`src/rtl/muxf_rr_arbiter.sv`:
```
// muxf_rr_arbiter
// Round-robin arbiter that shares one NREQ:1 data mux among NREQ packet
// sources and feeds a one-entry registered output stage.
//
// A grant is decided in IDLE, and the mux select is then held in LOCKED
// until the granted source transfers its LAST beat. The select is O_SEL.
// BUSY reports the FSM state: high in LOCKED, low in IDLE.
//
// Handshake: a beat moves across an interface on a rising CLK edge when
// its valid and ready are both high. Ready never depends on valid.
// REQ_READY is combinational from registered state and O_READY only.
//
// Optional build macro MUXF_RR_ARBITER_STATS_EN adds CNT_CLR and GNT_CNT.
// GNT_CNT holds one saturating 16-bit completed-packet count per source.

module muxf_rr_arbiter #(
  parameter int NREQ   = 4,
  parameter int DATA_W = 8,
  localparam int SEL_W = $clog2(NREQ)
) (
  input  logic                     CLK,
  input  logic                     RSTN,
  input  logic [NREQ-1:0]          REQ_VALID,
  input  logic [NREQ*DATA_W-1:0]   REQ_DATA,
  input  logic [NREQ-1:0]          REQ_LAST,
  output logic [NREQ-1:0]          REQ_READY,
  output logic                     O_VALID,
  output logic [DATA_W-1:0]        O_DATA,
  output logic                     O_LAST,
  input  logic                     O_READY,
  output logic [SEL_W-1:0]         O_SEL,
  output logic                     BUSY
`ifdef MUXF_RR_ARBITER_STATS_EN
  ,
  input  logic                     CNT_CLR,
  output logic [NREQ*16-1:0]       GNT_CNT
`endif
);

  typedef enum logic {
    IDLE   = 1'b0,
    LOCKED = 1'b1
  } state_t;

  state_t             state;
  logic [SEL_W-1:0]   ptr;

  // Arbitration scan results.
  logic               win_found;
  logic [SEL_W-1:0]   win_idx;
  int                 cand;
  logic [SEL_W-1:0]   cand_idx;

  // Granted-source view through the mux.
  logic               sel_valid;
  logic               sel_last;
  logic [DATA_W-1:0]  sel_data;
  logic               out_free;
  logic               xfer;

  // Scan ptr+1, ptr+2, ... modulo NREQ. The first valid source wins.
  // The modulo keeps every candidate below NREQ, so unused select codes
  // are never produced when NREQ is not a power of two.
  always_comb begin
    win_found = 1'b0;
    win_idx   = '0;
    cand      = 0;
    cand_idx  = '0;
    for (int k = 1; k <= NREQ; k++) begin
      cand     = (int'(ptr) + k) % NREQ;
      cand_idx = SEL_W'(cand);
      if (!win_found && REQ_VALID[cand_idx]) begin
        win_found = 1'b1;
        win_idx   = cand_idx;
      end
    end
  end

  // The shared data mux. It selects the granted source's beat signals.
  always_comb begin
    sel_valid = REQ_VALID[O_SEL];
    sel_last  = REQ_LAST[O_SEL];
    sel_data  = REQ_DATA[O_SEL*DATA_W +: DATA_W];
  end

  // The output register can take a beat when it is empty or draining now.
  // Only the granted source sees ready, and only while LOCKED.
  always_comb begin
    out_free  = !O_VALID || O_READY;
    REQ_READY = '0;
    if (state == LOCKED && out_free) begin
      REQ_READY[O_SEL] = 1'b1;
    end
    xfer = (state == LOCKED) && sel_valid && out_free;
  end

  assign BUSY = (state == LOCKED);

  // Grant FSM, round-robin pointer and output register.
  // A LAST beat in the output register still drains after the return to
  // IDLE. Arbitration for the next packet runs in parallel with that drain.
  always_ff @(posedge CLK) begin
    if (!RSTN) begin
      state   <= IDLE;
      ptr     <= SEL_W'(NREQ - 1);
      O_SEL   <= '0;
      O_VALID <= 1'b0;
      O_DATA  <= '0;
      O_LAST  <= 1'b0;
    end else begin
      case (state)
        IDLE: begin
          if (win_found) begin
            O_SEL <= win_idx;
            state <= LOCKED;
          end
        end
        LOCKED: begin
          if (xfer && sel_last) begin
            state <= IDLE;
            ptr   <= O_SEL;
          end
        end
        default: state <= IDLE;
      endcase

      if (xfer) begin
        O_VALID <= 1'b1;
        O_DATA  <= sel_data;
        O_LAST  <= sel_last;
      end else if (O_READY) begin
        O_VALID <= 1'b0;
      end
    end
  end

`ifdef MUXF_RR_ARBITER_STATS_EN
  // Per-source completed-packet counters. They saturate at 16'hFFFF.
  // A clear wins over a LAST transfer in the same cycle.
  always_ff @(posedge CLK) begin
    for (int i = 0; i < NREQ; i++) begin
      if (!RSTN || CNT_CLR) begin
        GNT_CNT[i*16 +: 16] <= '0;
      end else if (xfer && sel_last && (O_SEL == SEL_W'(i)) &&
                   (GNT_CNT[i*16 +: 16] != 16'hFFFF)) begin
        GNT_CNT[i*16 +: 16] <= GNT_CNT[i*16 +: 16] + 16'd1;
      end
    end
  end
`endif

endmodule

```
`config.mk`:
```
export PLATFORM = sky130hd
export DESIGN_NAME = muxf_rr_arbiter
export DESIGN_NICKNAME = d
export VERILOG_FILES = /design/src/rtl/muxf_rr_arbiter.sv
export SDC_FILE = /design/constraint.sdc
export NUM_CORES = 1
export LEC_CHECK = 0
export ABC_AREA = 1
export CAP_MARGIN = 20
export CORE_MARGIN = 10
export CORE_UTILIZATION = 42
export CTS_CLUSTER_SIZE = 20
export DETAILED_ROUTE_END_ITERATION = 12
export PLACE_DENSITY = 0.86
export REMOVE_ABC_BUFFERS = 1
export SLEW_MARGIN = 20
export SYNTH_ARGS = -nofsm -noshare
export SYNTH_HDL_FRONTEND = slang
export SYNTH_SLANG_ARGS = --single-unit
```
`constraint.sdc`:
```
create_clock -name CLK -period 2 [get_ports CLK]
set_input_delay 0.4 -clock CLK [delete_from_list [all_inputs] [get_ports CLK]]
set_output_delay 0.4 -clock CLK [all_outputs]
set_load 0.02 [all_outputs]
```
Word-level counts from Yosys, hierarchy flattened
Index checks and enable logic that the tools add are counted.
{"block": "word_totals", "ram_bits": 0, "rom_bits": 0, "register_bits": 15, "in_bits": 43, "word_cells": 62, "memories": 0, "latchBits": 0}
{"block": "classes", "bitwise": 1, "eq_ne": 0, "n_addsub": 4, "n_mul": 0, "muxes": 28, "div_mod_pow": 0, "shifts": 1, "magnitude_cmp": 6, "n_reduce_logical": 16}
{"op": "$shiftx 32x6->8", "count": 1}
{"op": "$lt 2x3->1 const B", "count": 5}
{"op": "$mux 1", "count": 15}
{"op": "$bmux 1 s2", "count": 6}
{"op": "$logic_and 1x1->1", "count": 8}
{"op": "$mux 2", "count": 4}
{"op": "$add 2x1->2 const B", "count": 2}
{"op": "$add 2x2->2 const B", "count": 2}
{"op": "$logic_not 1->1", "count": 4}
{"op": "$mux 4", "count": 1}
{"op": "$reduce_and 2->1", "count": 2}
{"op": "$demux 1 s2", "count": 1}
{"op": "$ge 2x1->1 const B", "count": 1}
{"op": "$pmux 1 s2", "count": 1}
{"op": "$reduce_bool 2->1", "count": 1}
{"op": "$logic_or 1x1->1", "count": 1}
{"op": "$not 1->1", "count": 1}

Depth between registers and ports, before layout
Gate-level depths: netlist (run 1).
{"block": "logic_depth", "ltp_word": 15, "mapped_depth": 12, "ltp_nobuf": 11}

Least setup slack after synthesis (run 1)
OpenSTA, ideal clock, no wires.
{"block": "synth_timing", "path_type": "register to output", "startpoint": "reg O_SEL[1]", "endpoint": "out REQ_READY[2]", "path_buffers": 1, "t_arrival_ns": 1.339, "required_ns": 1.600, "setup_slack_ns": 0.261, "path_stages_with_launch": 4, "path_cell_list": "dfxtp_1 inv_2 clkbuf_1 nor3_1"}
{"block": "synth_between", "elab_chain_len": 5}
{"element": "start: declaration", "line": "31", "source": "output logic [SEL_W-1:0] O_SEL,"}
{"element": "start signal: assignment", "line": "114", "source": "O_SEL <= win_idx;"}
{"element": "$lt 2x3->1 (implied by the code) / $ge 2x1->1 (equally long branches)", "line": "92", "source": "REQ_READY[O_SEL] = 1'b1;"}
{"element": "$logic_and 1x1->1 (implied by the code)", "line": "92"}
{"element": "$mux 1 (implied by the code)", "line": "92"}
{"element": "$demux 1 s2 (*)", "line": "92"}
{"element": "$mux 4 (*)", "line": "91", "source": "if (state == LOCKED && out_free) begin"}
{"element": "end: declaration", "line": "26", "source": "output logic [NREQ-1:0] REQ_READY,"}
Mark *: on every way between the ends. The rest lies on a longest branch, timed or not.

Worst setup path after layout (run 1)
{"block": "layout_timing", "startpoint": "reg O_SEL[0]", "endpoint": "out O_SEL[0]"}
No word-level cell between the ends.

==> results of run 1 <==
==> cell families (layout without fill, tap and decap cells) <==
group | Yosys count | in the layout | synth area share
flops | 15 | 15 | 0.272
compound gates | 18 | 18 | 0.123
simple gates | 129 | 129 | 0.504
buf+inv | 22 | 85 | 0.101
==> final cells by class <==
| cell class | count | area [um^2] |
|---|---|---|
| tap | 30 | 37.5 |
| sequential | 15 | 300 |
| fill | 218 | 762 |
| clock buffer | 4 | 26.3 |
| multi-input combinational | 147 | 693 |
| timing repair buffer | 65 | 616 |
| inverter | 16 | 65.1 |
==> sequential cells by signal (all words and copies together) (netlist names) <==
signal	count
ptr	2
O_LAST	1
O_DATA	8
O_SEL	2
O_VALID	1
BUSY	1
==> power by group <==
part | total (mW) | switching, mW | internal (mW)
registers | 0.427 | 0.0642 | 0.363
logic | 0.970 | 0.553 | 0.417
clock network | 0.174 | 0.0964 | 0.0776
==> per-stage QoR <==
step                setup slack (ns)  area (um^2)  hold slack [ns]
global route                  0.0323         1740            0.493
global placement              -0.297         1730            0.452
finish                         0.138         1740            0.470
floorplan                      0.370         1060            0.499
detailed placement            -0.305         1730            0.460
CTS                          0.00768         1760            0.471
==> path summary, 6_finish.rpt <==
path,to,slack (ns),from,cells after the start
worst max register to register,ptr[0],0.33,O_SEL[0],7
worst min register to register,O_LAST,0.47,O_LAST,2
worst min-delay path,O_LAST,0.47,O_LAST,2
worst max-delay path,O_SEL[0],0.14,O_SEL[0],1
==> layer usage <==
layer  vias up  part of all wire
li1        725                 -
met5         -                 0
met3         6              0.11
met1       602              0.40
met2        48              0.48
met4         0             0.015
==> Yosys cell counts <==
| cell type | n |
|---|---|
| nand2_1 | 73 |
| nor2_1 | 25 |
| nand3_1 | 19 |
| dfxtp_1 | 15 |
| inv_1 | 11 |
| a221oi_1 | 8 |
| a21oi_1 | 4 |
| buf_6 | 3 |
| inv_2 | 3 |
| clkbuf_1 | 2 |
| inv_4 | 2 |
| nand2_2 | 2 |
| nand4_1 | 2 |
| nor2_4 | 2 |
| nor3_1 | 2 |
| o211ai_1 | 2 |
| a21oi_2 | 1 |
| a22oi_2 | 1 |
| buf_2 | 1 |
| nand2_4 | 1 |
| nand3b_1 | 1 |
| nand3b_2 | 1 |
| nor2_2 | 1 |
| o21ai_0 | 1 |
| o21ai_1 | 1 |
==> repair_timing <==
item	CTS	global route
gates resized for setup	8	7
hold endpoints to repair	0	0
setup endpoints to repair	4	4
==> impl_metrics.ini, run 1 <==
[clock_network]
cts_tree = done
cts_buffers = 3
cts_hold_buf = 0
clockBufferDepth = 2
clock_sinks = 15
cts-htree-levels = 1
cts-root-buf = clkbuf_4
clock_latency_ns = 0.29
path_clk_slew_ns = 0.08
cts_setup_buffers = 0

[synthesis]
synthDominantCellAreaShare = 0.272
syn_avg_cell_area_um2 = 6.00
seq_area_frac_synth = 0.272
syn_inst = 184
ys_ff_latch = 15
yosys.area.top_type = dfxtp_1
ys_types = 25
yosysWarnings = 0
netlist_area_um2 = 1100
synthTopCellsByArea = dfxtp_1, nand2_1, nand3_1, nor2_1, a221oi_1

[global_routing]
antenna_found_initial = 0
top_usage_layer = met2
grt_use_met2 = 0.246
grt_max_degree = 17
grt_pass1_wl_mm = 6.29
grt_remaining_overflow = 0
use_met1 = 0.155
grtUsageTotal = 0.148
grt_use_met3 = 0.0840
grt_pass1_vias = 1423

[routing]
dr.pass1.iters = 4
drc = 0
wl_per_cell_um = 13.5
antenna_left = 0
avgViaCountPerCell = 4.99
drtIter0Drc = 72
wl_mm = 3.75
vias = 1381

[worst_setup_path]
cp_top_family = buffers and inverters
required_ns = 1.60
startpoint_type = flip-flop
critPathArrivalTime_ns = 1.46
cp-end-kind = primary output
criticalPathCategory = reg -> out
critPathMaxStageDelay_ns = 0.67
critPathSlowestCell = clkdlybuf4s50_1
worstPathCellList = clkdlybuf4s50_1
path_buf_inv = 1
worstPathMaxFanout = 7

[timing]
hold_viol_final = 0
slew_headroom = 0.707
max_freq_mhz = 537
setup_viol = 0
slew_violations = 0
tns_ns = 0
period_minus_slack_ns = 1.86
period_share = 0.931
rsz0062_at_grt = false
tightest_slew_ns = 0.439
clock_skew_ns = 0.00144

[power_and_ir_drop]
p_leak_nw = 0.824
irDropWorstVdd_uv = 677
p_per_area_nw_per_um2 = 904
total_power_mw = 1.57

[die]
die_w_um = 71.3
coreArea_um2 = 2500
dieArea_um2 = 5080
rows = 18
start_util = 0.442
io_pins = 60
die_h_um = 71.3

[placement]
hpwlAfterDp_mm = 3.10
gp_congestion = 0.873
numPortBuffers = 59
dpl.cell_count = 273

[final_layout]
antenna_cells = 0
drive_gt1_frac = 0.109
nets = 291
area_delta_synth_final_pct = 57.3
instances_no_fill = 277
final_util = 0.695
final_cell_mix = nand2_1, clkdlybuf4s50_1, nor2_1
layout_commonest_cell = nand2_1

[outcome]
status = complete, no violations

[job]
cap_violations = 0

[hold_path]
hp-class = reg -> reg
No activity file was read; power rests on OpenSTA's default activity.
==> run 2, diff against run 1 <==
--- a/config.mk
+++ b/config.mk
@@ -8,10 +8,10 @@
 export ABC_AREA = 1
 export CAP_MARGIN = 20
 export CORE_MARGIN = 10
-export CORE_UTILIZATION = 42
+export CORE_UTILIZATION = 39
 export CTS_CLUSTER_SIZE = 20
 export DETAILED_ROUTE_END_ITERATION = 12
-export PLACE_DENSITY = 0.86
+export PLACE_DENSITY = 0.8
 export REMOVE_ABC_BUFFERS = 1
 export SLEW_MARGIN = 20
 export SYNTH_ARGS = -nofsm -noshare
==> constraint.sdc (replaced) <==
create_clock -name CLK -period 2.13 [get_ports CLK]
set_input_delay 0.426 -clock CLK [delete_from_list [all_inputs] [get_ports CLK]]
set_output_delay 0.426 -clock CLK [all_outputs]
set_load 0.02 [all_outputs]
==> impl_metrics.ini, run 2 (same netlist as run 1, synthesis figures left out) <==
[timing]
clock_skew_ns = 0.00312
period_minus_slack_ns = 2.02
period_share = 0.950
hold_viol_final = 0
setup_viol = 0
setup_slack_ns = 0.106
max_freq_mhz = 494
rsz0062_at_grt = false
slew_violations = 0
slew_headroom = 0.677
fin_hold_ws_ns = 0.472
tightest_slew_ns = 0.483

[placement]
gp_congestion = 0.825
hpwlAfterDp_mm = 3.06
numPortBuffers = 59
dp_worst_setup_slack_ns = -0.257

[worst_setup_path]
cpMostUsedCell = nand2_1
critPathArrivalTime_ns = 1.60
r2r-start = O_SEL[1]
cp-end-kind = primary output
required_ns = 1.70
worstPathCellList = clkdlybuf4s50_1, inv_1, nand2_1, nand2_1, nor2_1, dlygate4sd2_1
cp-startpoint = O_READY
criticalPathCategory = in -> out
critPathSlowestCell = clkdlybuf4s50_1
startpoint_type = primary input
critPathMaxStageDelay_ns = 0.46
worstPathMaxFanout = 5

[hold_path]
hp-class = reg -> reg
hold_path.startpoint = O_LAST

[power_and_ir_drop]
switching_share = 0.457
p_comb_frac = 0.614
p_sw_mw = 0.675
p_leak_nw = 0.824
p_seq_frac = 0.273
p_per_area_nw_per_um2 = 852
irDropWorstVdd_uv = 605
pwr-share-clk = 0.112
internal_power_mw = 0.802

[global_routing]
grtUsageTotal = 0.140
use_met1 = 0.162
grt_use_met2 = 0.225
antenna_found_initial = 0
grt_pass1_wl_mm = 6.13
top_usage_layer = met2
grt_use_met3 = 0.0748
grt_pass1_vias = 1289
grt_remaining_overflow = 0
grt_max_degree = 17

[clock_network]
cts_hold_buf = 0
cts-htree-levels = 1
clock_latency_ns = 0.28
clock_sinks = 15
clockBufferDepth = 2
cts-root-buf = clkbuf_4
path_clk_slew_ns = 0.10
cts_setup_buffers = 0
cts_buffers = 3
ctsResizeCount = 4
cts_tree = done

[die]
die_w_um = 73.2
coreArea_um2 = 2730
die_h_um = 73.2
rows = 19
io_pins = 60
start_util = 0.404
dieArea_um2 = 5360

[outcome]
status = complete, no violations

[routing]
drtIter0Drc = 100
antenna_left = 0
drc = 0
avgViaCountPerCell = 4.90
vias = 1352
wl_mm = 3.71
wl_per_cell_um = 13.5
dr.pass1.iters = 4

[final_layout]
largest_reg_flops = 8
drive_gt1_frac = 0.0980
antenna_cells = 0
layout_commonest_cell = nand2_1
final_cell_mix = nand2_1, clkdlybuf4s50_1, nor2_1
nets = 289
regMostFlops = O_DATA
largestRegisters = O_DATA: 8 flops, O_SEL: 2 flops, ptr: 2 flops
area_delta_synth_final_pct = 56.9

[job]
cap_violations = 0
[run 2: cell types whose count changed in the layout (fill, tap and decap cells not counted), sizes merged]
cell         delta
buf             -3
clkbuf          -2
clkinv          +1
dlygate4sd2     +2
[run 2: per-layer routing]
layer / part of all wire / routed length, um
met4: 0.0054 / 20
met3: 0.10 / 389
met2: 0.48 / 1770
met5: 0 / 0
met1: 0.41 / 1540
[run 2: layout make-up]
type	instances	area, um^2
Fill cell	248	1000
Multi-Input combinational cell	147	693
Timing Repair Buffer	63	608
Sequential cell	15	300
Inverter	16	65.1
Tap cell	31	38.8
Clock buffer	3	22.5
Clock inverter	1	5.00
[run 2: per-stage QoR]
stage                     instance area [um^2]  power [mW]  cells  TNS, ns  utilization
after detailed placement                  1720        1.33    272   -0.860        0.628
after global placement                    1720        1.32    272   -0.821        0.628
after CTS                                 1740        1.48    276        0        0.637
after global routing                      1730        1.61    276        0        0.634
final                                     1730        1.48    276        0        0.634
after floorplan                           1060       0.955    178        0            -
[run 2: path summary, 6_finish.rpt]
path                   to  slack [ns]  cells after the start
max          REQ_READY[3]        0.11                      6
min reg2reg        O_LAST        0.47                      2
min                O_LAST        0.47                      2
max reg2reg     O_DATA[2]        0.42                     10
[run 2: worst max-delay path: cells and delay by family]
| kind | cells | cell delay (ns) |
|---|---|---|
| and+or+nand+nor | 3 | 0.34 |
| buffers and inverters | 3 | 0.84 |
[run 2: power groups by stage]
stage          sequential (mW)  clock, mW  combinational (mW)
3_5_place_dp             0.409          0               0.920
6_report                 0.404      0.166               0.907
2_1_floorplan            0.475          0               0.480
4_1_cts                  0.404      0.163               0.916
3_3_place_gp             0.406          0               0.915
5_1_grt                  0.413      0.184                1.01
==> run 3, diff against run 2 <==
--- a/config.mk
+++ b/config.mk
@@ -6,7 +6,6 @@
 export NUM_CORES = 1
 export LEC_CHECK = 0
 export ABC_AREA = 1
-export CAP_MARGIN = 20
 export CORE_MARGIN = 10
 export CORE_UTILIZATION = 39
 export CTS_CLUSTER_SIZE = 20
==> constraint.sdc (replaced) <==
create_clock -name CLK -period 2.25 [get_ports CLK]
set_input_delay 0.45 -clock CLK [delete_from_list [all_inputs] [get_ports CLK]]
set_output_delay 0.45 -clock CLK [all_outputs]
set_load 0.02 [all_outputs]
==> impl_metrics.ini, run 3 (same netlist as run 1, synthesis figures left out) <==
[clock_network]
path_clk_slew_ns = 0.09
cts-htree-levels = 1
clock_sinks = 15
clockBufferDepth = 2
clock_latency_ns = 0.27
cts_setup_buffers = 0
cts_buffers = 3
cts_tree = done
cts-root-buf = clkbuf_4

[routing]
wl_mm = 3.55
avgViaCountPerCell = 4.94
drc = 0
antenna_left = 0
drtIter0Drc = 69
wl_per_cell_um = 13.0
vias = 1354
dr.pass1.iters = 4

[global_routing]
grt_remaining_overflow = 0
antenna_found_initial = 0
grtUsageTotal = 0.137
grt_pass1_vias = 1382
grt_max_degree = 17
grt_pass1_wl_mm = 6.11

[hold_path]
hold_end = O_LAST
hold_path.startpoint = O_LAST
holdPathStages = 2
hp-class = reg -> reg

[final_layout]
antenna_cells = 0
largest_reg_flops = 8
regMostFlops = O_DATA
seqCellArea_um2 = 300
layout_commonest_cell = nand2_1
largestRegisters = O_DATA: 8 flops, O_SEL: 2 flops, ptr: 2 flops
final_cell_mix = nand2_1, clkdlybuf4s50_1, nor2_1
final_area_um2 = 1720
nFillCells = 243
area_delta_synth_final_pct = 56.1
drive_gt1_frac = 0.0782
multi_input_area_um2 = 693
nets = 287

[job]
cap_violations = 0

[timing]
fin_hold_ws_ns = 0.469
tns_ns = 0
period_minus_slack_ns = 2.21
tightest_slew_ns = 0.498
rsz0062_at_grt = false
period_share = 0.981
slew_violations = 0
hold_viol_final = 0
setup_slack_ns = 0.0427
max_freq_mhz = 453
setup_viol = 0
clock_skew_ns = 0.00120
slew_headroom = 0.667

[power_and_ir_drop]
p_per_area_nw_per_um2 = 795
irDropWorstVdd_uv = 494
p_leak_nw = 0.817

[worst_setup_path]
required_ns = 1.80
startpoint_type = primary input
worstPathMaxFanout = 5
cp-end-kind = primary output
criticalPathCategory = in -> out
critPathArrivalTime_ns = 1.76
r2r_slack_ns = 0.62
r2r_end = O_DATA[1]
r2r-start = O_SEL[0]
cp-startpoint = O_READY
reg2reg_depth = 9

[die]
io_pins = 60
start_util = 0.404
die_h_um = 73.2
die_w_um = 73.2
coreArea_um2 = 2730
rows = 19
dieArea_um2 = 5360

[placement]
dp_worst_setup_slack_ns = -0.238
place_area_um2 = 1700
hpwlAfterDp_mm = 2.89
gp_congestion = 0.861
numPortBuffers = 59

[outcome]
status = complete, no violations
-- run 3: cell count changes in the layout (fill, tap and decap cells not counted) --
cell           delta
buf_4             -2
clkbuf_2          -2
clkbuf_1          +1
clkinv_2          -1
dlygate4sd2_1     +2
-- run 3: critical path, stage by stage --
cell and delay, ns:
clkdlybuf4s50_1 0.46, inv_1 0.04, nand2_1 0.06, nand2_1 0.17, nor3_1 0.21, dlygate4sd2_1 0.37
-- run 3: timing repair --
action,4_1_cts,5_1_grt
resized for setup,4,0
hold buffers,0,0
endpoints found under the setup margin,4,0
-- run 3: power by group --
| part | leakage, nW | internal [mW] | switching, mW | total (mW) |
|---|---|---|---|---|
| Combinational | 0.679 | 0.360 | 0.478 | 0.838 |
| Sequential | 0.123 | 0.323 | 0.0585 | 0.381 |
| Clock | 0.0150 | 0.0686 | 0.0821 | 0.151 |
| Total | 0.817 | 0.751 | 0.619 | 1.37 |
-- run 3: per-stage QoR --
stage | utilization | total power, mW | std cells
after floorplan | - | 0.904 | 178
after global placement | 0.623 | 1.23 | 270
after detailed placement | 0.623 | 1.24 | 270
after CTS | 0.631 | 1.38 | 274
after global routing | 0.631 | 1.51 | 274
final | 0.631 | 1.37 | 274
-- run 3: layout make-up --
| class | count | share of cell area |
|---|---|---|
| inverter | 16 | 0.0377 |
| timing repair buffer | 61 | 0.348 |
| clock buffer | 4 | 0.0152 |
| multi-input combinational | 147 | 0.402 |
| tap | 31 | 0.0225 |
| sequential | 15 | 0.174 |
-- run 3: how the worst max path moves through the flow --
stage | slack (ns) | cells past startpoint | end
3_3_place_gp | -0.17 | 6 | REQ_READY[0]
5_1_grt | 0.004 | 6 | REQ_READY[2]
2_1_floorplan | 0.59 | 2 | REQ_READY[3]
4_1_cts | 0.04 | 6 | REQ_READY[2]
6_report | 0.04 | 6 | REQ_READY[2]
3_5_place_dp | -0.24 | 6 | REQ_READY[2]
-- run 3: per-layer routing --
| metal | routed length, um | share of wire | up-vias | track usage |
|---|---|---|---|---|
| met1 | 1530 | 0.43 | 579 | 0.158 |
| met5 | 0 | 0 | - | 0 |
| met2 | 1620 | 0.46 | 49 | 0.221 |
| met4 | 29 | 0.0082 | 0 | 0.0253 |
| met3 | 371 | 0.10 | 4 | 0.0735 |
| li1 | - | - | 722 | - |
